<file path="src/rtl/hplvds_pkg.sv">
// hplvds_pkg: shared FSM states and constants for the HPLVDS lane receiver.
package hplvds_pkg;
    typedef enum logic [2:0] {OFF, SETTLE, IDLE, HUNT, LOCKED} state_e;
    localparam logic [7:0] SYNC_WORD_DEF = 8'hBC;
    // Tap mask of x^7+x^6+1 over a history register whose bit 0 is the newest bit
    localparam logic [6:0] PRBS7_POLY = 7'h60;
endpackage

</file>
<file path="src/rtl/hplvds_ei_debounce.sv">
// hplvds_ei_debounce: electrical-idle debouncer; output flips only after the
// input holds the opposite level for EI_DEB_CYC consecutive cycles.
module hplvds_ei_debounce #(
    parameter int unsigned EI_DEB_CYC = 8
) (
    input  logic clk_i,
    input  logic rst_n_i,
    input  logic clr_i,
    input  logic set_i,
    input  logic ei_detect_i,
    output logic ei_o,
    output logic rise_o
);
    localparam int CW = $clog2(EI_DEB_CYC + 1);
    logic [CW-1:0] cnt_q;
    logic ei_q;
    logic flip_d;
    assign flip_d = (ei_detect_i != ei_q) && (cnt_q == CW'(EI_DEB_CYC - 1));
    assign rise_o = flip_d && !ei_q;
    assign ei_o   = ei_q;
    always_ff @(posedge clk_i or negedge rst_n_i) begin
        if (!rst_n_i) begin
            cnt_q <= '0;
            ei_q  <= 1'b0;
        end else if (set_i || clr_i) begin
            cnt_q <= '0;
            ei_q  <= set_i;
        end else begin
            cnt_q <= (ei_detect_i == ei_q || flip_d) ? '0 : cnt_q + 1'b1;
            if (flip_d) ei_q <= ei_detect_i;
        end
    end
endmodule

</file>
<file path="src/rtl/hplvds_rx_ctrl.sv">
// hplvds_rx_ctrl: HPLVDS lane receiver control (power-up, EI handling, word alignment).
// Optional PRBS7 error checker enabled by defining HPLVDS_RX_PRBS_CHK_EN.
module hplvds_rx_ctrl
    import hplvds_pkg::*;
#(
    parameter int unsigned SETTLE_CYC = 64,
    parameter int unsigned EI_DEB_CYC = 8,
    parameter logic [7:0]  SYNC_WORD  = SYNC_WORD_DEF,
    parameter int unsigned LOCK_CNT   = 2
) (
    input  logic        CLK_I,
    input  logic        RST_N_I,
    input  logic        ENABLE_I,
    input  logic        POL_I,
    input  logic        DI_I,
    input  logic        EI_DETECT_I,
`ifdef HPLVDS_RX_PRBS_CHK_EN
    input  logic        PRBS_CHK_EN_I,
    input  logic        PRBS_CLR_I,
    output logic [15:0] PRBS_ERR_CNT_O,
`endif
    output logic        RTERM_EN_O,
    output logic        RX_EN_O,
    output logic        EI_DETECT_EN_O,
    output logic        RX_POL_O,
    output logic [7:0]  DATA_O,
    output logic        VALID_O,
    output logic        LOCKED_O,
    output logic        EI_O
);
    localparam int SW = $clog2(SETTLE_CYC + 1);
    localparam int LW = $clog2(LOCK_CNT + 1);
    state_e        state_q;
    logic [SW-1:0] settle_q;
    logic [LW-1:0] lock_cnt_q;
    logic [2:0]    wcnt_q;
    logic [7:0]    sr_q, data_q;
    logic          armed_q, pad_en_q, rx_pol_q, valid_q, locked_q;
    logic [7:0]    sr_d;
    logic          match_d, settle_done_d, ei, ei_rise;
    assign sr_d          = {DI_I, sr_q[7:1]};
    assign match_d       = (sr_d == SYNC_WORD);
    assign settle_done_d = ENABLE_I && state_q == SETTLE && settle_q == SW'(SETTLE_CYC - 1);
    hplvds_ei_debounce #(.EI_DEB_CYC(EI_DEB_CYC)) u_ei_deb (
        .clk_i      (CLK_I),
        .rst_n_i    (RST_N_I),
        .clr_i      (!ENABLE_I || state_q == OFF || state_q == SETTLE),
        .set_i      (settle_done_d),
        .ei_detect_i(EI_DETECT_I),
        .ei_o       (ei),
        .rise_o     (ei_rise)
    );
    always_ff @(posedge CLK_I or negedge RST_N_I) begin
        if (!RST_N_I) begin
            state_q    <= OFF;
            settle_q   <= '0;
            lock_cnt_q <= '0;
            wcnt_q     <= '0;
            sr_q       <= '0;
            data_q     <= '0;
            armed_q    <= 1'b0;
            pad_en_q   <= 1'b0;
            rx_pol_q   <= 1'b0;
            valid_q    <= 1'b0;
            locked_q   <= 1'b0;
        end else if (!ENABLE_I) begin
            state_q    <= OFF;
            settle_q   <= '0;
            lock_cnt_q <= '0;
            wcnt_q     <= '0;
            sr_q       <= '0;
            data_q     <= '0;
            armed_q    <= 1'b0;
            pad_en_q   <= 1'b0;
            rx_pol_q   <= 1'b0;
            valid_q    <= 1'b0;
            locked_q   <= 1'b0;
        end else begin
            valid_q <= 1'b0;
            case (state_q)
                OFF: begin
                    state_q  <= SETTLE;
                    settle_q <= '0;
                    pad_en_q <= 1'b1;
                    rx_pol_q <= POL_I;
                end
                SETTLE: begin
                    if (settle_done_d) state_q <= IDLE;
                    else settle_q <= settle_q + 1'b1;
                end
                IDLE: begin
                    rx_pol_q <= POL_I;
                    if (!ei) begin
                        state_q    <= HUNT;
                        sr_q       <= '0;
                        lock_cnt_q <= '0;
                        armed_q    <= 1'b0;
                        wcnt_q     <= '0;
                    end
                end
                HUNT: begin
                    sr_q   <= sr_d;
                    wcnt_q <= wcnt_q + 1'b1;
                    if (!armed_q) begin
                        if (match_d) begin
                            armed_q <= 1'b1;
                            wcnt_q  <= '0;
                            if (LOCK_CNT <= 1) begin
                                state_q  <= LOCKED;
                                locked_q <= 1'b1;
                            end else lock_cnt_q <= LW'(1);
                        end
                    end else if (wcnt_q == 3'd7) begin
                        // A miss at the boundary drops back to bit-by-bit search
                        if (!match_d) begin
                            armed_q    <= 1'b0;
                            lock_cnt_q <= '0;
                        end else if (lock_cnt_q == LW'(LOCK_CNT - 1)) begin
                            state_q    <= LOCKED;
                            locked_q   <= 1'b1;
                            lock_cnt_q <= '0;
                        end else lock_cnt_q <= lock_cnt_q + 1'b1;
                    end
                end
                LOCKED: begin
                    sr_q   <= sr_d;
                    wcnt_q <= wcnt_q + 1'b1;
                    if (ei_rise) begin
                        state_q  <= IDLE;
                        locked_q <= 1'b0;
                        armed_q  <= 1'b0;
                    end else if (wcnt_q == 3'd7) begin
                        data_q  <= sr_d;
                        valid_q <= 1'b1;
                    end
                end
                default: state_q <= OFF;
            endcase
        end
    end
    assign RTERM_EN_O     = pad_en_q;
    assign RX_EN_O        = pad_en_q;
    assign EI_DETECT_EN_O = pad_en_q;
    assign RX_POL_O       = rx_pol_q;
    assign DATA_O         = data_q;
    assign VALID_O        = valid_q;
    assign LOCKED_O       = locked_q;
    assign EI_O           = ei;
`ifdef HPLVDS_RX_PRBS_CHK_EN
    logic [6:0]  prbs_q;
    logic [2:0]  seed_q;
    logic [15:0] err_q;
    logic        chk_on, exp_bit;
    assign chk_on  = PRBS_CHK_EN_I && state_q == LOCKED;
    assign exp_bit = ^(prbs_q & PRBS7_POLY);
    // After seeding the checker free-runs, so a flipped bit counts exactly once
    always_ff @(posedge CLK_I or negedge RST_N_I) begin
        if (!RST_N_I) begin
            prbs_q <= '0;
            seed_q <= '0;
            err_q  <= '0;
        end else begin
            if (!chk_on) begin
                prbs_q <= '0;
                seed_q <= '0;
            end else if (seed_q != 3'd7) begin
                prbs_q <= {prbs_q[5:0], DI_I};
                seed_q <= seed_q + 1'b1;
            end else prbs_q <= {prbs_q[5:0], exp_bit};
            if (PRBS_CLR_I) err_q <= '0;
            else if (chk_on && seed_q == 3'd7 && DI_I != exp_bit && err_q != 16'hFFFF) err_q <= err_q + 1'b1;
        end
    end
    assign PRBS_ERR_CNT_O = err_q;
`endif
endmodule

</file>
<file path="config.mk">
export PLATFORM = sky130hd
export DESIGN_NAME = hplvds_rx_ctrl
export DESIGN_NICKNAME = d
export VERILOG_FILES = /design/src/rtl/hplvds_pkg.sv /design/src/rtl/hplvds_ei_debounce.sv /design/src/rtl/hplvds_rx_ctrl.sv
export SDC_FILE = /design/constraint.sdc
export NUM_CORES = 1
export LEC_CHECK = 0
export ABC_AREA = 0
export ABC_CLOCK_PERIOD_IN_PS = 2150
export CAP_MARGIN = 20
export CELL_PAD_IN_SITES_DETAIL_PLACEMENT = 0
export CELL_PAD_IN_SITES_GLOBAL_PLACEMENT = 1
export CORE_MARGIN = 4
export CORE_UTILIZATION = 35
export DETAILED_ROUTE_END_ITERATION = 8
export GPL_TIMING_DRIVEN = 0
export HOLD_SLACK_MARGIN = 0.08
export MAX_ROUTING_LAYER = met4
export PLACE_DENSITY = 0.7
export SETUP_SLACK_MARGIN = 0.05
export SYNTH_ARGS = -nofsm -noshare
export SYNTH_HDL_FRONTEND = slang
export SYNTH_HIERARCHICAL = 1
export SYNTH_SLANG_ARGS = --single-unit
export TNS_END_PERCENT = 10
</file>
<file path="constraint.sdc">
create_clock -name CLK_I -period 2.15 [get_ports CLK_I]
set_input_delay 0.645 -clock CLK_I [delete_from_list [all_inputs] [get_ports CLK_I]]
set_output_delay 0.645 -clock CLK_I [all_outputs]
set_load 0.05 [all_outputs]
</file>
==> results.py, run 1 <==
metrics = {
    "synth": {
        "yosysWarnings": 6,
        "syn_inst": 179,
        "synth.avg_cell_area_sq_um": 11.0,
        "synth_seq_area_share": 0.510,
        "synth_area_leaders": "dfrtp_1 (51%), a22o_1 (7.6%), ha_1 (2.5%)",
        "synth_top_area_share": 0.510,
        "ys_seq_elements": 40,
        "synth.net_count": 189,
        "synth_ff_type": "dfrtp_1",
        "synth_area_sq_um": 1960,
        "synth-edff-count": 0,
        "yosys.area.top_type": "dfrtp_1",
        "async_reset_ff_frac": 1.00,
        "synthDistinctLibCells": 55,
    },
    "timing": {
        "tns_ns": 0,
        "post-route-min-period_ns": 2.08,
        "grt_setup_unrepaired": "yes",
        "slew_headroom": 0.628,
        "fmax_mhz": 480,
        "worstMarginPinSlew_ns": 0.557,
        "clock_skew_ns": 0.00687,
        "drv_slew": 0,
        "period_share": 0.969,
        "setup_viol": 0,
        "hold_violations": 0,
    },
    "global_routing": {
        "antenna_found_initial": 0,
        "grt_max_degree": 28,
        "grt.total_usage": 0.142,
        "globalRouteOverflowTotal": 0,
        "grt_pass1_vias": 1543,
        "grt_pass1_wl_microns": 7700,
    },
    "clocking": {
        "clockRootBuffer": "clkbuf_8",
        "cts_tree": "done",
        "cts_sinks": 40,
        "clkLatencyLatePin_ns": 0.29,
        "clk_path_buf_depth": 2,
        "cts_buffers": 5,
        "htreeDepth": 2,
        "clkTransAtPathRegs_ns": 0.08,
    },
    "worst_setup_path": {
        "crit_start": "RX_POL_O",
        "path_class": "register to output pin",
        "critPathRequiredTime_ns": 1.50,
        "reg2reg_slack_ns": 0.23,
        "cp_num_buf_inv": 1,
        "worstPathCellList": "clkdlybuf4s50_1",
        "slowest_stage": "clkdlybuf4s50_1",
        "critPathArrivalTime_ns": 1.44,
        "critPathMaxStageDelay_ns": 0.80,
        "r2r-start": "u_ei_deb/cnt_q[0]",
        "path_max_fanout": 2,
        "startpoint_type": "register",
        "critPathCaptureType": "output pin",
        "cp_top_family": "buffers and inverters",
    },
    "finish": {
        "layout.cells.non_filler": 280,
        "fillCellCount": 565,
        "layout-drive-gt1-share": 0.154,
        "antennaDiodeCount": 0,
        "layout.nets": 217,
        "area_growth_pct": 21.4,
    },
    "pwr": {
        "swShare": 0.228,
        "intPower_w": 0.00114,
        "clock_power_share": 0.416,
        "powerDensity_nw_per_um2": 618,
        "ir_worst_vdd_mv": 0.313,
        "total_switching_power_w": 0.000336,
        "leakage_nw": 1.12,
        "comb_power_share": 0.067,
        "pwr-share-seq": 0.517,
    },
    "drt": {
        "drc_errors": 0,
        "wl_microns": 4260,
        "wire_per_inst_microns": 15.2,
        "num_vias": 1489,
        "ant_nets": 0,
        "viasPerCell": 5.32,
        "drt_iter0_drc": 65,
        "drt_first_pass_iters": 4,
    },
    "floorplan": {
        "dieWidth_microns": 82.9,
        "rows": 27,
        "die_y_microns": 82.9,
        "io_pins": 21,
        "start_util": 0.359,
        "die-area_sq_um": 6870,
        "coreArea_sq_um": 5470,
    },
    "run": {
        "maxCapViolCount": 0,
    },
    "place": {
        "place.gp.congestion": 0.820,
        "dpl.hpwl_microns": 3000,
        "port-buffer-count": 20,
        "dp_cells": 272,
    },
    "min_path": {
        "hold_class": "input pin to asynchronous set/reset pin",
    },
    "run_status": {
        "run_status": "finished clean",
    },
}
[stage by stage]
stage | total power [W] | instance area, sq um | hold WS [ns] | util | setup WS (ns)
floorplan | 0.000827 | 1960 | 0.349 | - | 0.432
global placement | 0.000873 | 2250 | 0.450 | 0.412 | -0.629
detailed placement | 0.000876 | 2270 | 0.463 | 0.414 | -0.405
CTS | 0.00149 | 2370 | 0.253 | 0.432 | 0.0504
global route | 0.00154 | 2380 | 0.255 | 0.435 | 0.0175
finish | 0.00147 | 2380 | 0.248 | 0.435 | 0.0659
[cell type report]
cell class              count  area [sq um]  share of cell area
repair buffers             21           200              0.0840
well taps                  72          90.1              0.0378
plain buffers               9          65.1              0.0273
clock buffers               6          72.6              0.0305
inverters                   5          21.3             0.00893
multi-input cells         125           897               0.377
clock inverters             2          35.0              0.0147
flip-flops and latches     40          1000               0.420
[final timing paths]
check	cells after the start	end
setup reg to reg	7	DATA_O[2]
max in group asynchronous	2	sr_q[7]
min in group CLK_I	1	u_ei_deb/cnt_q[0]
hold / removal	1	settle_q[3]
setup / recovery	1	RX_POL_O
hold reg to reg	1	u_ei_deb/cnt_q[0]
[layout by cell type, fill, tap and decap left out, drive strengths merged, types with 2 or more instances in the layout]
cell type,instances
o21a,3
nand3b,2
o21ai,10
and3,6
o31a,2
a21oi,8
mux2i,2
and2,2
inv,5
or2,3
clkdlybuf4s50,6
a22o,17
dfrtp,40
nand2,10
xor2,2
buf,13
nor3b,2
nand4b,2
nand3,2
xnor2,2
clkbuf,6
nor2,10
a311oi,3
and3b,2
nor4bb,2
dlygate4sd2,10
a31oi,3
nand2b,2
o31ai,3
nand4,2
ha,4
[state kept, by name, summed over array words and instances, names as in the netlist, 2 cells and up]
signal and cells:
lock_cnt_q 2, settle_q 7, DATA_O 8, sr_q 7, state_q 3, wcnt_q 3, u_ei_deb/cnt_q 4
[synthesized netlist by cell type (all sizes together) (3+ instances only)]
library cell and instances:
inv 4, ha 4, o31ai 3, o21ai 10
and3 6, a31oi 3, nor2 10, a311oi 3
a21oi 8, nand2 10, buf 9, a22o 17
or2 3, dfrtp 40, o21a 3
[power groups by stage]
| stage | sequential [W] | clock (W) | combinational, W |
|---|---|---|---|
| final | 0.000760 | 0.000612 | 0.0000988 |
| after global routing | 0.000761 | 0.000671 | 0.000110 |
| after CTS | 0.000760 | 0.000627 | 0.000100 |
| after detailed placement | 0.000776 | 0 | 0.000100 |
| after global placement | 0.000776 | 0 | 0.0000972 |
| after floorplan | 0.000783 | 0 | 0.0000439 |
[timing repair]
action / in CTS / in global routing
hold buffers: 0 / 0
pin swaps: 0 / 2
endpoints found under the setup margin: 31 / 24
setup buffers: 0 / 0
gates resized for setup: 16 / 7
[kinds of logic (layout without fill, tap and decap cells)]
kind of cell | count (synthesis) | in the layout | synth area share
buf+inv | 14 | 43 | 0.0382
compound gates | 57 | 57 | 0.210
xor+xnor | 4 | 4 | 0.0178
flops | 40 | 40 | 0.510
simple gates | 57 | 57 | 0.182
mux | 3 | 3 | 0.0159
fa+ha+maj | 4 | 4 | 0.0255
[per-layer routing]
metal | part of all wire | wire (microns) | GRT usage | up-vias
met3 | 0.028 | 118 | 0.0407 | 6
li1 | - | - | - | 729
met1 | 0.50 | 2130 | 0.194 | 734
met2 | 0.46 | 1960 | 0.202 | 20
met5 | 0 | 0 | - | -
met4 | 0.014 | 58 | 0.0446 | 0
(Power assumes the default switching activity.)
==> run 2: changes to the inputs <==
--- a/config.mk
+++ b/config.mk
@@ -10,9 +10,10 @@
 export CAP_MARGIN = 20
 export CELL_PAD_IN_SITES_DETAIL_PLACEMENT = 0
 export CELL_PAD_IN_SITES_GLOBAL_PLACEMENT = 1
-export CORE_MARGIN = 4
+export CORE_MARGIN = 10
 export CORE_UTILIZATION = 35
 export DETAILED_ROUTE_END_ITERATION = 8
+export GPL_ROUTABILITY_DRIVEN = 0
 export GPL_TIMING_DRIVEN = 0
 export HOLD_SLACK_MARGIN = 0.08
 export MAX_ROUTING_LAYER = met4
==> results.py, run 2 (same netlist as run 1, synthesis figures left out) <==
metrics = {
    "place": {
        "port-buffer-count": 20,
        "place_ws_ns": -0.393,
        "dpl.hpwl_microns": 3090,
        "placed_area_sq_um": 2270,
    },
    "worst_setup_path": {
        "cp_num_buf_inv": 1,
        "critPathMaxStageDelay_ns": 0.79,
        "startpoint_type": "register",
        "slowest_stage": "clkdlybuf4s50_1",
        "critPathCaptureType": "output pin",
        "critPathRequiredTime_ns": 1.50,
        "path_class": "register to output pin",
        "reg2reg_slack_ns": 0.30,
        "worstPathCellList": "clkdlybuf4s50_1",
        "path_max_fanout": 1,
        "critPathArrivalTime_ns": 1.42,
        "cp_top_family": "buffers and inverters",
    },
    "clocking": {
        "cts_tree": "done",
        "clkLatencyLatePin_ns": 0.30,
        "clkTransAtPathRegs_ns": 0.08,
        "hold_buffers": 0,
        "cts_sinks": 40,
        "htreeDepth": 2,
        "clk_path_buf_depth": 2,
        "cts_buffers": 5,
        "clockRootBuffer": "clkbuf_8",
    },
    "floorplan": {
        "io_pins": 21,
        "start_util": 0.359,
        "dieWidth_microns": 94.9,
        "rows": 27,
        "coreArea_sq_um": 5470,
        "die-area_sq_um": 9000,
        "die_y_microns": 94.9,
    },
    "drt": {
        "num_vias": 1497,
        "wire_per_inst_microns": 15.5,
        "drc_errors": 0,
        "wl_microns": 4330,
        "viasPerCell": 5.35,
        "drt_first_pass_iters": 4,
        "drt_iter0_drc": 50,
        "ant_nets": 0,
    },
    "timing": {
        "slew_headroom": 0.605,
        "post-route-min-period_ns": 2.07,
        "worstMarginPinSlew_ns": 0.591,
        "grt_setup_unrepaired": "yes",
        "period_share": 0.961,
        "whs_ns": 0.245,
        "clock_skew_ns": 0.0107,
        "setup_slack_ns": 0.0843,
        "hold_violations": 0,
        "fmax_mhz": 484,
        "drv_slew": 0,
        "setup_viol": 0,
    },
    "global_routing": {
        "grt_max_degree": 28,
        "grt.total_usage": 0.110,
        "grt_pass1_wl_microns": 7600,
        "antenna_found_initial": 0,
        "globalRouteOverflowTotal": 0,
        "grt_pass1_vias": 1484,
    },
    "finish": {
        "area_growth_pct": 21.0,
        "utilization": 0.434,
        "layout-drive-gt1-share": 0.159,
        "fin_area_sq_um": 2370,
        "largest_reg_flops": 8,
        "antennaDiodeCount": 0,
        "final_common_cell": "dfrtp_1",
        "layout.nets": 218,
        "mostFrequentLayoutCells": "dfrtp_1 (40), a22o_1 (17), dlygate4sd2_1 (13)",
        "fillCellCount": 536,
    },
    "min_path": {
        "hold_class": "input pin to asynchronous set/reset pin",
    },
    "pwr": {
        "ir_worst_vdd_mv": 0.297,
        "powerDensity_nw_per_um2": 568,
        "leakage_nw": 1.11,
        "power_w": 0.00135,
    },
    "run_status": {
        "run_status": "finished clean",
    },
    "run": {
        "maxCapViolCount": 0,
    },
}
[run 2: path summary, 6_finish.rpt]
kind	depth (start not counted)	from	endpoint
worst max-delay path	1	VALID_O	VALID_O
worst min-delay path	1	RST_N_I	settle_q[3]
worst max register to register	7	u_ei_deb/cnt_q[0]	DATA_O[7]
worst min register to register	1	u_ei_deb/cnt_q[0]	u_ei_deb/cnt_q[0]
max in group asynchronous	2	RST_N_I	sr_q[3]
min in group CLK_I	1	u_ei_deb/cnt_q[0]	u_ei_deb/cnt_q[0]
[run 2: cell type report]
type,instances,area (sq um),area share
multi-input cells,125,918,0.387
clock inverters,2,12.5,0.00527
clock buffers,5,68.8,0.0290
plain buffers,9,58.8,0.0248
flip-flops and latches,40,1000,0.421
well taps,72,90.1,0.0379
inverters,5,21.3,0.00896
repair buffers,22,204,0.0859
[run 2: power breakdown]
part	switching, W	total, W	internal (W)
sequential	0.00000361	0.000760	0.000757
clock	0.000270	0.000489	0.000220
combinational	0.0000645	0.0000987	0.0000342
total	0.000338	0.00135	0.00101
[run 2: timing repair]
item	in CTS	in global routing
resized for setup	18	6
setup buffers	0	1
pin swaps	0	1
setup endpoints to repair	35	24
[run 2: stage by stage]
step           TNS, ns  std cells
2_1_floorplan        0        179
5_1_grt              0        280
4_1_cts              0        279
3_3_place_gp    -34.64        271
6_report             0        280
3_5_place_dp     -8.51        272
[run 2: worst register-to-register path, delay by kind of cell, from the launching register on]
family                   cells  cell delay, ns
adder cells (fa/ha/maj)      1            0.23
AO/OA/AOI/OAI                1            0.17
flip-flops                   1            0.41
buffers and inverters        1            0.21
AND/OR/NAND/NOR              4            0.78
[run 2: routing by layer]
metal / vias up / wire length, microns / track usage / share of wire
li1: 732 / - / - / -
met4: 0 / 59 / 0.0337 / 0.014
met3: 6 / 204 / 0.0428 / 0.047
met1: 739 / 2080 / 0.140 / 0.48
met5: - / 0 / - / 0
met2: 20 / 1980 / 0.157 / 0.46
==> run 3: changes to the inputs <==
--- a/config.mk
+++ b/config.mk
@@ -10,7 +10,7 @@
 export CAP_MARGIN = 20
 export CELL_PAD_IN_SITES_DETAIL_PLACEMENT = 0
 export CELL_PAD_IN_SITES_GLOBAL_PLACEMENT = 1
-export CORE_MARGIN = 10
+export CORE_MARGIN = 5
 export CORE_UTILIZATION = 35
 export DETAILED_ROUTE_END_ITERATION = 8
 export GPL_ROUTABILITY_DRIVEN = 0
==> results.py, run 3 (same netlist as run 1, synthesis figures left out) <==
metrics = {
    "finish": {
        "utilization": 0.439,
        "multi_input_area_sq_um": 908,
        "final-seq-area_sq_um": 1000,
        "mostFrequentLayoutCells": "dfrtp_1 (40), a22o_1 (17), dlygate4sd2_1 (12)",
        "layout-drive-gt1-share": 0.158,
        "largest_reg_flops": 8,
        "layout.nets": 218,
        "final_common_cell": "dfrtp_1",
        "area_growth_pct": 22.4,
        "antennaDiodeCount": 0,
        "fillCellCount": 550,
    },
    "clocking": {
        "clk_path_buf_depth": 2,
        "hold_buffers": 0,
        "cts_sinks": 40,
        "clkLatencyLatePin_ns": 0.29,
        "clkTransAtPathRegs_ns": 0.09,
        "clockRootBuffer": "clkbuf_8",
        "cts_tree": "done",
        "htreeDepth": 2,
        "cts_buffers": 5,
    },
    "global_routing": {
        "grt_pass1_vias": 1557,
        "globalRouteOverflowTotal": 0,
        "grt.total_usage": 0.134,
        "grt_max_degree": 28,
        "antenna_found_initial": 0,
        "grt_pass1_wl_microns": 7710,
    },
    "worst_setup_path": {
        "cp_num_buf_inv": 1,
        "r2r-start": "u_ei_deb/cnt_q[0]",
        "path_max_fanout": 2,
        "timing.rr.end": "DATA_O[0]",
        "startpoint_type": "register",
        "critPathArrivalTime_ns": 1.43,
        "ff2ff_path_depth": 7,
        "cp_top_family": "buffers and inverters",
        "critPathMaxStageDelay_ns": 0.80,
        "worstPathCellList": "clkdlybuf4s50_1",
        "reg2reg_slack_ns": 0.28,
        "critPathCaptureType": "output pin",
        "critPathRequiredTime_ns": 1.50,
        "slowest_stage": "clkdlybuf4s50_1",
        "path_class": "register to output pin",
    },
    "floorplan": {
        "rows": 27,
        "start_util": 0.359,
        "die_y_microns": 84.9,
        "io_pins": 21,
        "coreArea_sq_um": 5470,
        "dieWidth_microns": 84.9,
        "die-area_sq_um": 7210,
    },
    "timing": {
        "period_share": 0.967,
        "post-route-min-period_ns": 2.08,
        "setup_viol": 0,
        "clock_skew_ns": 0.00901,
        "drv_slew": 0,
        "worstMarginPinSlew_ns": 0.585,
        "grt_setup_unrepaired": "yes",
        "tns_ns": 0,
        "fmax_mhz": 481,
        "slew_headroom": 0.609,
        "hold_violations": 0,
    },
    "drt": {
        "num_vias": 1503,
        "top_layer": "met4",
        "met3_length_microns": 140,
        "drc_errors": 0,
        "ant_nets": 0,
        "drt_first_pass_iters": 4,
        "drt_iter0_drc": 62,
        "viasPerCell": 5.35,
        "met2_length_microns": 1910,
        "wire_per_inst_microns": 14.9,
        "wl_met1_microns": 2080,
        "wl_microns": 4180,
    },
    "min_path": {
        "hold_class": "input pin to asynchronous set/reset pin",
    },
    "run": {
        "maxCapViolCount": 0,
    },
    "pwr": {
        "powerDensity_nw_per_um2": 628,
        "ir_worst_vdd_mv": 0.279,
        "leakage_nw": 1.13,
    },
    "place": {
        "dpl.hpwl_microns": 2960,
        "port-buffer-count": 20,
    },
    "run_status": {
        "run_status": "finished clean",
    },
}
==> run 3: power by group <==
group	total, W	internal, W	switching, W
Sequential	0.000760	0.000757	0.00000365
Combinational	0.0000981	0.0000344	0.0000637
Clock	0.000652	0.000380	0.000272
==> run 3: metrics by stage <==
stage	setup slack [ns]	instance area (sq um)	hold slack, ns	total power (W)	cells
floorplan	0.432	1960	0.349	0.000827	179
global placement	-0.633	2250	0.451	0.000873	271
detailed placement	-0.407	2270	0.460	0.000876	272
CTS	0.0514	2380	0.259	0.00153	280
global route	0.0102	2400	0.269	0.00158	281
finish	0.0704	2400	0.251	0.00151	281
==> run 3: worst max-delay path by stage <==
| stage | start | to | slack [ns] | cells after the start |
|---|---|---|---|---|
| 6_report | RX_POL_O | RX_POL_O | 0.07 | 1 |
| 5_1_grt | RX_POL_O | RX_POL_O | 0.01 | 1 |
| 3_3_place_gp | RST_N_I | wcnt_q[2] | -0.63 | 1 |
| 2_1_floorplan | ENABLE_I | u_ei_deb/cnt_q[3] | 0.43 | 4 |
| 3_5_place_dp | ENABLE_I | DATA_O[6] | -0.41 | 5 |
| 4_1_cts | RX_POL_O | RX_POL_O | 0.05 | 1 |
==> run 3: area by class of cell <==
cell class / instances / share of cell area
buffer: 9 / 0.0234
clock buffer: 6 / 0.0344
clock inverter: 2 / 0.0161
inverter: 5 / 0.00885
multi-input combinational: 125 / 0.378
sequential: 40 / 0.416
tap: 72 / 0.0375
timing repair buffer: 22 / 0.0854
==> run 3: routing by layer <==
metal | GRT usage | up-vias
li1 | - | 735
met1 | 0.184 | 739
met2 | 0.198 | 22
met3 | 0.0301 | 7
met4 | 0.0432 | 0
met5 | - | -
==> run 3: timing repair <==
action	4_1_cts	5_1_grt
pin swaps	0	1
cloned	0	0
endpoints found under the hold margin	0	0
buffers inserted	0	1
endpoints found under the setup margin	32	24
resized for setup	16	4
